File: src/rtl/fetch_pc_gen_pkg.sv
// fetch_pc_gen_pkg: shared constants and line-alignment helper for the fetch PC generator
package fetch_pc_gen_pkg;
  localparam logic [4:0] EXC_ADEL = 5'h04;
  localparam logic [31:0] RESET_PC = 32'hbfc00000;
  localparam logic SRAM_READ = 1'b0;
  localparam logic [1:0] LINE_SIZE = 2'b11;
  localparam logic [31:0] ZERO_WORD = 32'h0;
  function automatic logic [31:0] line_align(input logic [31:0] pc, input int p);
    logic [31:0] m;
    m = ((32'h1 << p) - 32'h1) & ~32'h3;
    return pc & ~m;
  endfunction
endpackage

File: src/rtl/fetch_inflight_fifo.sv
// fetch_inflight_fifo: in-order request tracker with per-entry stale bit and kill_all
module fetch_inflight_fifo #(
  parameter int WIDTH = 37,
  parameter int DEPTH = 2
) (
  input  logic             clk,
  input  logic             rst,
  input  logic             push,
  input  logic [WIDTH-1:0] din,
  input  logic             din_dead,
  input  logic             pop,
  input  logic             kill_all,
  output logic [WIDTH-1:0] dout,
  output logic             dout_dead,
  output logic [2:0]       count
);
  logic [WIDTH-1:0] mem [4];
  logic [3:0] dead;
  logic [1:0] wp, rp;
  logic pop_ok;
  function automatic logic [1:0] nxt(input logic [1:0] p);
    return (p == 2'(DEPTH - 1)) ? 2'd0 : p + 2'd1;
  endfunction
  assign pop_ok = pop & (count != 3'd0);
  assign dout = mem[rp];
  assign dout_dead = dead[rp];
  always_ff @(posedge clk or negedge rst) begin
    if (!rst) begin
      for (int k = 0; k < 4; k++) mem[k] <= '0;
      dead <= '0;
      wp <= '0;
      rp <= '0;
      count <= '0;
    end else begin
      if (kill_all) dead <= '1;
      if (push) begin
        mem[wp] <= din;
        dead[wp] <= din_dead;
        wp <= nxt(wp);
      end
      if (pop_ok) rp <= nxt(rp);
      count <= count + 3'(push) - 3'(pop_ok);
    end
  end
endmodule

File: src/rtl/fetch_pc_gen.sv
// fetch_pc_gen: IF-stage PC generator with in-order in-flight tracking; `PCG_PERF_CNT_EN adds stall/redirect counters
module fetch_pc_gen
  import fetch_pc_gen_pkg::*;
#(
  parameter int FETCH_WIDTH = 4,
  parameter int MAX_INFLIGHT = 2,
  parameter int INDEX_W = 12,
  parameter logic [31:0] START_PC = RESET_PC
) (
  input  logic                   clk,
  input  logic                   rst,
  output logic                   inst_req,
  output logic                   inst_wr,
  output logic [1:0]             inst_size,
  output logic [INDEX_W-1:0]     inst_index,
  output logic [31:0]            inst_wdata,
  input  logic                   inst_index_ok,
  input  logic                   inst_data_ok,
  input  logic                   ID_stopFetch_i,
  input  logic [31:0]            DSP_predictPC_i,
  input  logic                   DSP_needDelaySlot_i,
  input  logic                   SBA_flush_w_i,
  input  logic                   BSC_isDiffRes_w_i,
  input  logic [31:0]            BSC_correctDest_w_i,
  input  logic                   CP0_excOccur_w_i,
  input  logic [31:0]            CP0_excDestPC_w_i,
  output logic [31:0]            PCG_VAddr_o,
  output logic                   PCG_resp_valid_o,
  output logic                   PCG_resp_kill_o,
  output logic [31:0]            PCG_resp_VAddr_o,
  output logic [FETCH_WIDTH-1:0] PCG_resp_instEnable_o,
  output logic                   PCG_resp_needDS_o,
  output logic                   PCG_hasException_o,
  output logic [4:0]             PCG_ExcCode_o,
  output logic [2:0]             PCG_inflight_o
`ifdef PCG_PERF_CNT_EN
  ,
  output logic [31:0]            PCG_stallCnt_o,
  output logic [31:0]            PCG_redirCnt_o
`endif
);
  localparam int LW = $clog2(FETCH_WIDTH);
  localparam int P = LW + 2;
  localparam int EW = 32 + FETCH_WIDTH + 1;
  logic [31:0] pc, next_pc, aligned, head_pc;
  logic ds, redir, accept, exc, head_ds, head_dead;
  logic [LW-1:0] pos;
  logic [FETCH_WIDTH-1:0] en, head_en;
  logic [2:0] cnt;
  assign redir = CP0_excOccur_w_i | SBA_flush_w_i | BSC_isDiffRes_w_i;
  assign next_pc = CP0_excOccur_w_i ? CP0_excDestPC_w_i :
                   (SBA_flush_w_i | BSC_isDiffRes_w_i) ? BSC_correctDest_w_i : DSP_predictPC_i;
  assign aligned = line_align(pc, P);
  assign pos = pc[P-1:2];
  assign exc = |pc[1:0];
  assign inst_req = rst & !ID_stopFetch_i & !exc & (cnt < 3'(MAX_INFLIGHT));
  assign accept = inst_req & inst_index_ok;
  assign inst_wr = SRAM_READ;
  assign inst_size = LINE_SIZE;
  assign inst_wdata = ZERO_WORD;
  assign inst_index = aligned[INDEX_W-1:0];
  assign PCG_VAddr_o = aligned;
  assign PCG_hasException_o = exc;
  assign PCG_ExcCode_o = EXC_ADEL;
  assign PCG_inflight_o = cnt;
  // a delay-slot fetch only enables the slot at pos
  for (genvar g = 0; g < FETCH_WIDTH; g++) begin : g_en
    assign en[g] = ds ? (pos == LW'(g)) : (pos <= LW'(g));
  end
  always_ff @(posedge clk or negedge rst) begin
    if (!rst) begin
      pc <= START_PC;
      ds <= 1'b0;
    end else if (accept | redir) begin
      pc <= next_pc;
      ds <= DSP_needDelaySlot_i & !CP0_excOccur_w_i & !SBA_flush_w_i;
    end
  end
  fetch_inflight_fifo #(.WIDTH(EW), .DEPTH(MAX_INFLIGHT)) u_fifo (
    .clk(clk),
    .rst(rst),
    .push(accept),
    .din({pc, en, ds}),
    .din_dead(redir),
    .pop(inst_data_ok),
    .kill_all(redir),
    .dout({head_pc, head_en, head_ds}),
    .dout_dead(head_dead),
    .count(cnt)
  );
  assign PCG_resp_valid_o = inst_data_ok & (cnt != 3'd0);
  assign PCG_resp_kill_o = PCG_resp_valid_o & (head_dead | redir);
  assign PCG_resp_VAddr_o = PCG_resp_valid_o ? head_pc : 32'h0;
  assign PCG_resp_instEnable_o = PCG_resp_valid_o ? head_en : '0;
  assign PCG_resp_needDS_o = PCG_resp_valid_o & head_ds;
`ifdef PCG_PERF_CNT_EN
  always_ff @(posedge clk or negedge rst) begin
    if (!rst) begin
      PCG_stallCnt_o <= '0;
      PCG_redirCnt_o <= '0;
    end else begin
      if (!inst_req && PCG_stallCnt_o != 32'hffffffff) PCG_stallCnt_o <= PCG_stallCnt_o + 32'h1;
      if (redir && PCG_redirCnt_o != 32'hffffffff) PCG_redirCnt_o <= PCG_redirCnt_o + 32'h1;
    end
  end
`endif
endmodule

File: config.mk
export PLATFORM = sky130hd
export DESIGN_NAME = fetch_pc_gen
export DESIGN_NICKNAME = d
export VERILOG_FILES = /design/src/rtl/fetch_pc_gen_pkg.sv /design/src/rtl/fetch_inflight_fifo.sv /design/src/rtl/fetch_pc_gen.sv
export SDC_FILE = /design/constraint.sdc
export NUM_CORES = 1
export LEC_CHECK = 0
export CAP_MARGIN = 30
export CORE_MARGIN = 2
export CORE_UTILIZATION = 40
export DETAILED_ROUTE_END_ITERATION = 10
export GPL_TIMING_DRIVEN = 0
export HOLD_SLACK_MARGIN = 0.12
export PLACE_DENSITY = 0.7
export RECOVER_POWER = 25
export SLEW_MARGIN = 40
export SYNTH_ARGS = -nofsm -noshare
export SYNTH_HDL_FRONTEND = slang
export SYNTH_SLANG_ARGS = --single-unit
File: constraint.sdc
create_clock -name clk -period 2.7 [get_ports clk]
set_input_delay 0.675 -clock clk [delete_from_list [all_inputs] [get_ports clk]]
set_output_delay 0.675 -clock clk [all_outputs]
set_load 0.01 [all_outputs]
==> summary.txt <==
Routing
  • Drt wl/cell: 19.1 um
  • DRT iter0 DRCs: 354
  • DRT Wirelength: 26200 um
  • Detailed-route via count: 6808
  • DRC violations left: 0
  • Drt via density: 4.97
  • Antenna violation net count after detailed routing: 0
  • Initial DRT Pass Iterations: 4

Die
  • Area of the core: 0.0245 sq mm
  • Top Ports: 233
  • Die ar.: 0.0263 sq mm
  • Initial core utilization: 0.410
  • Die Y-Extent: 162 um
  • Die X: 162 um
  • Num rows: 57

STA
  • RSZ-0062 raised after global routing: yes
  • F_max: 370 MHz
  • Slew margin rel.: -0.382
  • Worst Skew: 0.00955 ns
  • Slew @ Worst Pin: 2.07 ns
  • Fin. max-slew vios: 83
  • Setup-failing EPs final: 0
  • Hold WS: 0.204 ns
  • Setup_tns: 0 ns
  • Ratio of final minimum period to clock period: 1.00
  • Final Hold Vio Count: 0
  • Minimum clock period after layout: 2.70 ns

Outcome
  • Outcome: finished, violations left
  • Failing checks: capacitance limit, slew limit

Logic synthesis
  • Synth unique cells: 40
  • Mux cell area share after synthesis: 0.279
  • Synth Area in Compound Gates: 0.0373
  • Post-Synth Adder-Cell Area: 0.00574
  • Largest family of logic cells by synthesized area: multiplexers
  • Synthesized area: 0.0100 sq mm
  • Post-Syn Instances: 762
  • Post-Synth Simple-Gate Area: 0.0855
  • XOR/XNOR share of the synthesized area: 0.00262
  • Synth Area per Inst: 13.1 sq um
  • Main flop type after synthesis: dfrtp_1
  • Synth warnings: 0
  • Ys async rst share: 1.00
  • Seq cells post-synth: 192
  • Register area share after synthesis: 0.481
  • Number of synthesized flops with an enable pin: 0

Worst setup path
  • Crit path kind: reg2out
  • CP endpoint kind: output port
  • Cells on worst reg2reg path: 6
  • Peak fanout along the critical path: 5
  • Critical Path RT: 2.03 ns
  • CP arrival: 2.02 ns
  • Worst Setup Start Kind: flop

Global route
  • First-pass GRT wire length: 40400 um
  • GR Util met1: 0.258
  • Most used routing layer: met2
  • Met3 usage: 0.0495
  • Grt ovf: 0
  • Vias in the first global route: 7168
  • GR Util met2: 0.345
  • GRT Util Overall: 0.203
  • Initial antenna violation count: 0
  • Pin count of the biggest net entering global routing: 74

Placement
  • Dpl cells: 1318
  • DPL Wire Length: 18400 um
  • Port Buf Inserts: 188
  • GP Congestion: 0.787

Clock tree
  • CTS sink cnt: 192
  • CTS Buffer Depth: 2
  • TritonCTS clock tree: yes
  • CTS root buf: clkbuf_16
  • Worst-Skew Late Latency: 0.43 ns
  • Clk slew on worst S/H paths: 0.07 ns
  • Number of buffers created by CTS: 17
  • H-tree depth: 4

Power
  • Static Leakage: 6.43 nW
  • Worst vdd ir: 0.000478 V
  • Cell Pwr Density: 642 mW/mm^2

Run
  • Max-cap viol count: 2

Finish
  • Area delta synth->final: 34.1%
  • # diodes: 0
  • Commonest non-fill, non-tap cell in the layout: dfrtp_1
  • Layout cells sized above 1: 0.412
  • Post-Layout Cell Count: 1369
  • Nets: 1141
  • Highest-count cells in the layout ignoring fill and taps: dfrtp_1, clkdlybuf4s50_1, mux2_2, buf_4, conb_1

Min path
  • Hold Path Class: in2async
sequential cells by signal (all words and copies together), names as in the netlist:
| signal | count |
|---|---|
| u_fifo.mem | 148 |
| u_fifo.rp | 2 |
| ds | 1 |
| pc | 32 |
| u_fifo.count | 3 |
| u_fifo.dead | 4 |
| u_fifo.wp | 2 |
routing by layer:
layer,vias to the layer above,part of all wire
met5,-,0
met4,0,0.020
met3,31,0.058
met2,208,0.50
met1,3445,0.43
li1,3124,-
cells by family (layout without fill, tap and decap cells):
family,Yosys count,after routing
xor gates and xnor gates,3,3
AOI/OAI and AO/OA,46,46
other,2,44
and+or+nand+nor,125,125
DFF,192,192
buffers and inverters,180,421
muxes,210,210
adders and majority gates,4,4
report_power, final:
part           total (mW)  internal, mW  switching (mW)
Sequential           3.50          3.23           0.268
Clock                2.46          1.30            1.16
Combinational        2.66          1.64            1.02
Total                8.62          6.17            2.45
path summary, 6_finish.rpt:
| path | startpoint | endpoint | slack [ns] |
|---|---|---|---|
| setup / recovery | u_fifo.rp[0] | PCG_resp_VAddr_o[1] | 0.00004 |
| hold / removal | rst | pc[29] | 0.20 |
| setup reg to reg | u_fifo.count[1] | pc[10] | 0.34 |
| hold reg to reg | u_fifo.mem[67] | u_fifo.mem[67] | 0.48 |
| max in group asynchronous | rst | u_fifo.mem[78] | 0.52 |
| min in group clk | u_fifo.mem[67] | u_fifo.mem[67] | 0.48 |
repair_timing:
action / in CTS / in global routing
hold buffers: 1 / 0
endpoints found under the setup margin: 41 / 37
endpoints found under the hold margin: 44 / 0
setup buffers: 10 / 5
pin swaps: 5 / 11
gates cloned: 2 / 2
resized for setup: 163 / 56
Yosys cell counts (2+ instances only):
cell | instances | area share
nand2b_1 | 2 | 0.0012
buf_4 | 90 | 0.067
dfstp_2 | 9 | 0.024
mux2_2 | 143 | 0.16
a21boi_0 | 2 | 0.0015
nor2b_1 | 8 | 0.0050
mux4_2 | 38 | 0.085
a21oi_1 | 2 | 0.0010
inv_1 | 42 | 0.016
nand2_1 | 34 | 0.013
a211o_1 | 2 | 0.0017
clkbuf_1 | 26 | 0.0097
ha_1 | 3 | 0.0037
conb_1 | 2 | 0.00075
buf_2 | 13 | 0.0065
or4b_1 | 27 | 0.027
o311ai_0 | 30 | 0.026
dfrtp_1 | 183 | 0.46
mux2_1 | 28 | 0.031
or4b_2 | 3 | 0.0030
and2_1 | 39 | 0.024
buf_6 | 8 | 0.0090
o21ai_0 | 4 | 0.0020
nor2_1 | 3 | 0.0011
nor3_2 | 2 | 0.0020
a31o_2 | 2 | 0.0017
xnor2_1 | 3 | 0.0026
o21a_1 | 2 | 0.0015
worst max-delay path, stage by stage, from the launching register on:
cell and delay, ns:
dfrtp_2 0.40, buf_4 0.14, buf_16 0.12, mux4_2 0.49
and2_1 0.16, dlygate4sd2_1 0.28
area by class of cell:
cell class,instances,area [sq um]
Clock buffer,21,480
Multi-Input combinational cell,432,4330
Buffer,137,1060
Tap cell,324,405
Sequential cell,192,4820
Fill cell,2102,11000
Inverter,42,158
Clock inverter,11,95.1
Timing Repair Buffer,210,2090
per-stage QoR:
step                      worst slack (ns)  utilization  power, mW  cell area (sq um)
after floorplan                      0.458            -       4.77              10200
after global placement               -8.61        0.510       5.67              12500
after detailed placement             -1.13        0.512       5.72              12500
after CTS                          -0.0427        0.548       8.53              13400
after global routing               -0.0561        0.549       9.04              13400
final                            0.0000417        0.549       8.62              13400
Note: power is estimated with default switching activity, not from simulation.
